[src/rtl/mux8to1_rr_arbiter.sv]
// mux8to1_rr_arbiter
// Round-robin arbiter that owns the select of an 8:1 registered output mux.
// Eight producers raise req while they have data. The arbiter grants one of
// them at a time (one-hot grant plus 3-bit select) and moves one data beat
// per cycle from the granted slice into the out register.
//
// A hold counter limits each grant to MAX_HOLD consecutive beats. The rotation
// pointer then moves past the holder, so every requester is served fairly.
//
// A release re-arbitrates on the same edge. Switching from one requester to
// the next therefore costs no idle grant cycle. If the holder was the only
// requester, it is re-granted at once and the beat stream stays gap-free.

module mux8to1_rr_arbiter #(
    parameter int               WIDTH       = 1,
    parameter int               MAX_HOLD    = 4,
    parameter logic [WIDTH-1:0] RESET_VALUE = '0
) (
    input  logic                 clock,
    input  logic                 reset,
    input  logic [7:0]           req,
    input  logic [8*WIDTH-1:0]   in,
    output logic [7:0]           grant,
    output logic [2:0]           select,
    output logic [WIDTH-1:0]     out,
    output logic                 out_valid,
    output logic [2:0]           out_src
);

    // Counter wide enough to hold values 0..MAX_HOLD.
    localparam int HW = $clog2(MAX_HOLD + 1);

    // Count value at which the next beat is the last one of the burst.
    localparam logic [HW-1:0] HOLD_LAST = HW'(MAX_HOLD - 1);

    typedef enum logic [0:0] {
        IDLE  = 1'b0,
        GRANT = 1'b1
    } state_t;

    state_t         state_r;
    logic [2:0]     ptr_r;
    logic [HW-1:0]  hold_cnt_r;

    logic           beat_s;
    logic           release_s;
    logic [2:0]     scan_ptr_s;
    logic [3:0]     win_s;
    logic [WIDTH-1:0] slice_s;

    // Rotating priority search.
    // Returns {found, index} for the first requester at or after p, modulo 8.
    // The loop runs from the farthest position back to p. The last hit
    // written is therefore the one closest to p, so no early exit is needed.
    function automatic logic [3:0] find_winner(input logic [7:0] r,
                                                input logic [2:0] p);
        logic [3:0] res;
        logic [2:0] idx;
        res = 4'b0000;
        for (int k = 7; k >= 0; k--) begin
            idx = p + 3'(k);
            if (r[idx]) begin
                res = {1'b1, idx};
            end else begin
                res = res;
            end
        end
        return res;
    endfunction

    // Classify this cycle and pick the scan start.
    // In GRANT: a beat is a cycle where the holder still requests. A release
    // happens when the holder drops req, or when it takes its last allowed
    // beat. After a release, the scan starts one past the holder.
    // In IDLE: the scan starts at the stored pointer.
    always_comb begin
        beat_s     = 1'b0;
        release_s  = 1'b0;
        scan_ptr_s = ptr_r;
        if (state_r == GRANT) begin
            beat_s = req[select];
            if (!req[select]) begin
                release_s = 1'b1;
            end else if (hold_cnt_r == HOLD_LAST) begin
                release_s = 1'b1;
            end else begin
                release_s = 1'b0;
            end
            if (release_s) begin
                scan_ptr_s = select + 3'd1;
            end else begin
                scan_ptr_s = ptr_r;
            end
        end else begin
            beat_s     = 1'b0;
            release_s  = 1'b0;
            scan_ptr_s = ptr_r;
        end
    end

    // Arbitration winner against the current request vector.
    always_comb begin
        win_s = find_winner(req, scan_ptr_s);
    end

    // 8:1 data mux driven by the registered select.
    always_comb begin
        slice_s = '0;
        for (int i = 0; i < 8; i++) begin
            if (select == 3'(i)) begin
                slice_s = in[i*WIDTH +: WIDTH];
            end else begin
                slice_s = slice_s;
            end
        end
    end

    // Grant FSM, rotation pointer, hold counter and output data register.
    always_ff @(posedge clock or negedge reset) begin
        if (!reset) begin
            state_r    <= IDLE;
            ptr_r      <= 3'd0;
            hold_cnt_r <= '0;
            grant      <= 8'h00;
            select     <= 3'd0;
            out        <= RESET_VALUE;
            out_valid  <= 1'b0;
            out_src    <= 3'd0;
        end else begin
            // Data path. out and out_src change only on a beat.
            // out_valid marks exactly the beat cycles.
            if (beat_s) begin
                out       <= slice_s;
                out_src   <= select;
                out_valid <= 1'b1;
            end else begin
                out_valid <= 1'b0;
            end

            case (state_r)
                IDLE: begin
                    if (win_s[3]) begin
                        grant      <= 8'h01 << win_s[2:0];
                        select     <= win_s[2:0];
                        hold_cnt_r <= '0;
                        state_r    <= GRANT;
                    end
                end

                GRANT: begin
                    if (release_s) begin
                        ptr_r <= scan_ptr_s;
                        if (win_s[3]) begin
                            // Hand over on the same edge; may re-grant the holder.
                            grant      <= 8'h01 << win_s[2:0];
                            select     <= win_s[2:0];
                            hold_cnt_r <= '0;
                            state_r    <= GRANT;
                        end else begin
                            grant      <= 8'h00;
                            select     <= 3'd0;
                            hold_cnt_r <= '0;
                            state_r    <= IDLE;
                        end
                    end else if (beat_s) begin
                        hold_cnt_r <= hold_cnt_r + HW'(1);
                    end
                end

                default: begin
                    // Unreachable encoding: fall back to a clean idle state.
                    grant      <= 8'h00;
                    select     <= 3'd0;
                    hold_cnt_r <= '0;
                    state_r    <= IDLE;
                end
            endcase
        end
    end

endmodule

[config.mk]
export PLATFORM = sky130hd
export DESIGN_NAME = mux8to1_rr_arbiter
export DESIGN_NICKNAME = d
export VERILOG_FILES = /design/src/rtl/mux8to1_rr_arbiter.sv
export SDC_FILE = /design/constraint.sdc
export NUM_CORES = 1
export LEC_CHECK = 0
export ABC_AREA = 1
export CAP_MARGIN = 20
export CORE_AREA = 5 5 61 90
export DETAILED_ROUTE_END_ITERATION = 10
export DIE_AREA = 0 0 66 95
export PLACE_DENSITY = 0.73
export SLEW_MARGIN = 20
export SYNTH_ARGS = -nofsm -noshare
export SYNTH_HDL_FRONTEND = slang
export SYNTH_SLANG_ARGS = --single-unit
export TNS_END_PERCENT = 50
[constraint.sdc]
create_clock -name clock -period 3.9 [get_ports clock]
set_input_delay 0.585 -clock clock [delete_from_list [all_inputs] [get_ports clock]]
set_output_delay 0.585 -clock clock [all_outputs]
set_load 0.005 [all_outputs]
# ---- Word-level counts from Yosys, hierarchy flattened
# Index checks and enable logic that the tools add are counted.
# W data, S select, Z words.
dict set report classes {
  addsub 9
  multipliers 0
  n_div 0
  magnitude_cmp 9
  n_eq_ne 11
  n_shift 1
  mux 57
  bitwise_logic 1
  reduce_logical 4
}
# operator count
set op_table {}
lappend op_table {{$lt A3 B4 Y1 const B} 9}
lappend op_table {{$mux W4} 8}
lappend op_table {{$bmux W1 S3} 9}
lappend op_table {{$mux W1} 25}
lappend op_table {{$mux W3} 8}
lappend op_table {{$mux W8} 3}
lappend op_table {{$pmux W8 S2} 1}
lappend op_table {{$add A3 B3 Y3 const B} 4}
lappend op_table {{$eq A3 B3 Y1 const B} 4}
lappend op_table {{$pmux W3 S2} 2}
lappend op_table {{$add A3 B1 Y3 const B} 3}
lappend op_table {{$eq A3 B2 Y1 const B} 3}
lappend op_table {{$shl A1 B3 Y8 const A} 1}
lappend op_table {{$add A3 B2 Y3 const B} 2}
lappend op_table {{$reduce_and A2 Y1} 3}
lappend op_table {{$eq A3 B1 Y1 const B} 1}
lappend op_table {{$logic_not A3 Y1} 1}
lappend op_table {{$ne A3 B1 Y1 const B} 1}
lappend op_table {{$ne A2 B1 Y1 const B} 1}
lappend op_table {{$ne A2 B2 Y1 const B} 1}
lappend op_table {{$pmux W1 S2} 1}
lappend op_table {{$not A1 Y1} 1}
dict set report word_totals {
  regBits 23
  latch_bits 0
  ram_bits 0
  mem_bits_ro 0
  in_bits 18
  out_inout_bits 16
  n_memories 0
}

# ---- Longest topological paths before layout
dict set report logic_depth {
  depth_word 21
  mapped_depth 26
  ltp_nobuf 26
}

# ---- Worst setup path after synthesis
# No wires, ideal clock.
dict set report synth_path {
  kind {input to register}
  start {in req[3]}
  end {reg grant[4]}
  setup_ns 0.116
  t_arrival_ns 2.775
  slack_ns 1.008
  path_stages 24
  path_buffers 1
  cell_sequence {inv_1 nand2_1 nand3_1 nand3_2 nand3_4 nand2_4 nand2_2 nand2_2 buf_6 ha_1 inv_1 nand3_1 nand3_1 nand2_2 nor2_4 nand2_2 nor2_4 nand2_4 nand2_4 inv_4 nand3_4 inv_2 nand2_1 nand2_1}
}
dict set report synth_via {
  elab_chain_len 21
  word_cells_on_any_way 46
  classes_between {add/sub (7); eq/ne (2); shift (1); mux (35); reduce/logical (1)}
}
# element line
set synth_rtl {}
lappend synth_rtl {{from (decl)} 21} ;# input logic [7:0] req,
lappend synth_rtl {{$bmux W1 S3} 82} ;# if (!req[select]) begin
lappend synth_rtl {{$mux W1 (not written as such)} 82}
lappend synth_rtl {{$mux W1} 82}
lappend synth_rtl {{$mux W1} 80} ;# if (state_r == GRANT) begin
lappend synth_rtl {{$mux W3} 89} ;# if (release_s) begin
lappend synth_rtl {{$mux W3} 80}
lappend synth_rtl {{$add A3 B3 Y3} 61} ;# idx = p + 3'(k);
lappend synth_rtl {{$bmux W1 S3} 62} ;# if (r[idx]) begin
lappend synth_rtl {{$mux W1 (not written as such)} 62}
lappend synth_rtl {{$mux W4 (8 in a row)} 62}
lappend synth_rtl {{$shl A1 B3 Y8} {143, 155}}
lappend synth_rtl {{$mux W8} 153} ;# if (win_s[3]) begin
lappend synth_rtl {{$mux W8} 151} ;# if (release_s) begin
lappend synth_rtl {{$pmux W8 S2} 140} ;# case (state_r)
lappend synth_rtl {{to (signal assigned)} 143} ;# grant <= 8'h01 << win_s[2:0];
lappend synth_rtl {{to (signal assigned)} 155} ;# grant <= 8'h01 << win_s[2:0];
lappend synth_rtl {{to (decl)} 23} ;# output logic [7:0] grant,
# Parallel ways exist; a longest one is shown, timed or not. The select of a mux whose other input is x is not followed.
# A chain may end at the register's enable or synchronous reset.

# ---- Worst setup path in the final report
# Same ends and word-level chain as after synthesis.

==> key figures <==
Yosys
  – Syn avg cell area: 7.22 um^2
  – Yosys warnings: 0
  – Cell taking the most area after synthesis: dfrtp_1
  – Syn_nets: 333
  – Post-Syn Instances: 305
  – Yosys top cell area share: 26.1%
  – Mapped Area: 2200 um^2
  – Seq/Total Area, Yosys: 26.1%
  – Yosys reg bits: 23
  – Netlist cell types: 29
  – Top post-synthesis cells by area: dfrtp_1 26%, nand2_1 18%, nand3_2 8.2%

STA
  – Slew margin rel.: 67.0%
  – Fin crit share: 87.1%
  – RSZ-0062 raised after global routing: no
  – Fin. max-slew vios: 0
  – Fin crit period: 3.40 ns
  – Worst-Margin Slew: 0.496 ns
  – Setup TNS: 0 ns
  – Fmax: 294 MHz
  – Hold Fails Final Rpt: 0
  – Clock skew: 0.00184 ns
  – Final setup fails: 0

Floorplanning
  – Core Rows: 31
  – Die Span Y: 95 um
  – I/O pin count: 34
  – DIE WIDTH: 66 um
  – Core Area: 4690 um^2
  – Die area: 6270 um^2
  – Starting density of the core: 46.9%

Clock tree
  – Root buffer cell: clkbuf_8
  – CTS buffer count: 3
  – H-tree depth: 1
  – Clk_lat worst skew: 0.25 ns
  – Clock tree buffer depth: 2
  – CTS clk-pin slew, worst paths: 0.08 ns
  – Cts hold-fix bufs: 0
  – Post-CTS resize count: 0
  – CTS tree: built
  – Clk sinks: 23
  – Setup bufs post-CTS: 0

Drt
  – WL/cell: 13.2 um
  – Via density: 5.02
  – Vias: 2,037
  – 1st-pass router iterations: 4
  – Drt total wl: 5360 um
  – 1st-iter DRT viols: 68
  – ANT nets after route: 0
  – # DRC: 0

Setup path
  – CP Launch Type: input pin
  – Most used cell, CP: nand2_4
  – Cells along the critical path: clkdlybuf4s50_1, inv_1, nand2_1, nand3_1, nand3_2, nand3_4, nand2_4, nand2_4, nand2_8, ha_1, inv_1, nand3_1, nand3_1, nand2_2, nor2_1, nand2_2, nor2_4, nand2_4, nand2_4, inv_4, nand3_4, inv_2, nand2_1, nand2_1
  – Worst Setup End Kind: flip-flop
  – Required @ worst endpoint: 4.05 ns
  – CP arrival: 3.55 ns
  – Critical path fanouts, max: 11
  – Critical Path Start: req[3]
  – CP max stage cell: clkdlybuf4s50_1
  – Worst reg2reg path startpoint: select[0]$_DFFE_PN0P_
  – CP peak stage delay: 0.44 ns
  – Critical path class: input pin to flip-flop

Final layout
  – Commonest non-fill, non-tap cell in the layout: nand2_1
  – P&R area growth vs syn: 19.3%
  – Fillers: 462
  – # diodes: 0
  – Share of layout cells above drive strength 1: 22.6%
  – NumNets Final: 369
  – Most frequent cells in the layout: 107 x nand2_1, 32 x clkdlybuf4s50_1, 31 x nand3_1, 27 x inv_1, 23 x dfrtp_1

Global route
  – All-Layer GR Usage: 18.4%
  – Gr ovfl total: 0
  – Number of global-route vias before repair: 2,025
  – Pin count of the biggest net entering global routing: 24
  – Initial antenna violation count: 0
  – First-pass GRT wire length: 9080 um

Placed design
  – HPWL after DPL: 4480 um
  – Gpl congestion: 0.949
  – # port buffers: 33

Hold path
  – Hold WC Path Type: input pin to async pin

Outcome
  – Status: finished, final reports clean

Flow run
  – Max-cap check violation count: 0
[final timing paths]
path / endpoint / slack (ns) / depth (start not counted)
worst max-delay path: grant[4]$_DFFE_PN0P_ / 0.50 / 24
worst max register to register: grant[4]$_DFFE_PN0P_ / 0.65 / 23
max in group asynchronous: grant[0]$_DFFE_PN0P_ / 3.28 / 1
min in group clock: out_src[2]$_DFFE_PN0P_ / 0.49 / 2
worst min-delay path: ptr_r[0]$_DFFE_PN0P_ / 0.28 / 1
worst min register to register: out_src[2]$_DFFE_PN0P_ / 0.49 / 2
[worst max-delay path: cells and delay by family]
kind,cells,cell delay [ns]
buffers and inverters,5,0.74
adders and majority gates,1,0.36
and+or+nand+nor,18,1.84
[through the flow]
| step | cells | setup slack (ns) | utilization (%) | cell area [um^2] | hold WS (ns) |
|---|---|---|---|---|---|
| floorplan | 305 | 1.01 | - | 2200 | 0.289 |
| global placement | 402 | 0.320 | 55.1 | 2590 | 0.466 |
| detailed placement | 402 | 0.260 | 55.1 | 2590 | 0.472 |
| CTS | 406 | 0.513 | 56.1 | 2630 | 0.491 |
| global route | 406 | 0.259 | 56.0 | 2630 | 0.324 |
| finish | 406 | 0.504 | 56.0 | 2630 | 0.284 |
[registers in the layout, summed over array words and instances, names as in the netlist]
name and count:
grant 8, hold_cnt_r 3, out_src 3, ptr_r 3
select 3, out 1, out_valid 1, state_r 1
[synthesized netlist by cell type (all sizes together)]
| cell type | count |
|---|---|
| nand2 | 140 |
| o22ai | 1 |
| inv | 37 |
| o21ai | 11 |
| a31oi | 1 |
| a21oi | 9 |
| nor2 | 12 |
| nand4 | 1 |
| xor2 | 2 |
| buf | 2 |
| nand3 | 51 |
| dfrtp | 23 |
| o211ai | 1 |
| ha | 10 |
| nand3b | 1 |
| xnor2 | 1 |
| a211oi | 1 |
| clkbuf | 1 |
[logic make-up (layout without fill, tap and decap cells)]
| group | count (synthesis) | after routing | share of synthesized area (%) |
|---|---|---|---|
| AOI/OAI and AO/OA | 24 | 24 | 6.14 |
| and+or+nand+nor | 205 | 205 | 52.0 |
| adders and majority gates | 10 | 10 | 5.68 |
| DFF | 23 | 23 | 26.1 |
| xor gates and xnor gates | 3 | 3 | 1.88 |
| buffers and inverters | 40 | 75 | 8.18 |
[layout make-up]
type	count	area (um^2)	share of cell area (%)
inverter	37	144	5.48
timing repair buffer	34	333	12.7
sequential	23	576	21.9
clock buffer	4	45.0	1.72
multi-input combinational	242	1450	55.1
tap	66	82.6	3.14
[routing by layer]
metal | track usage (%) | routed length [um] | up-vias
met5 | 0 | 0 | -
met4 | 9.66 | 185 | 0
met1 | 20.3 | 2070 | 930
met2 | 34.6 | 2950 | 55
met3 | 1.07 | 161 | 15
li1 | - | - | 1037
Power is not shown: default switching activity piles up to over one toggle a cycle in this logic, so the estimate is an artifact.
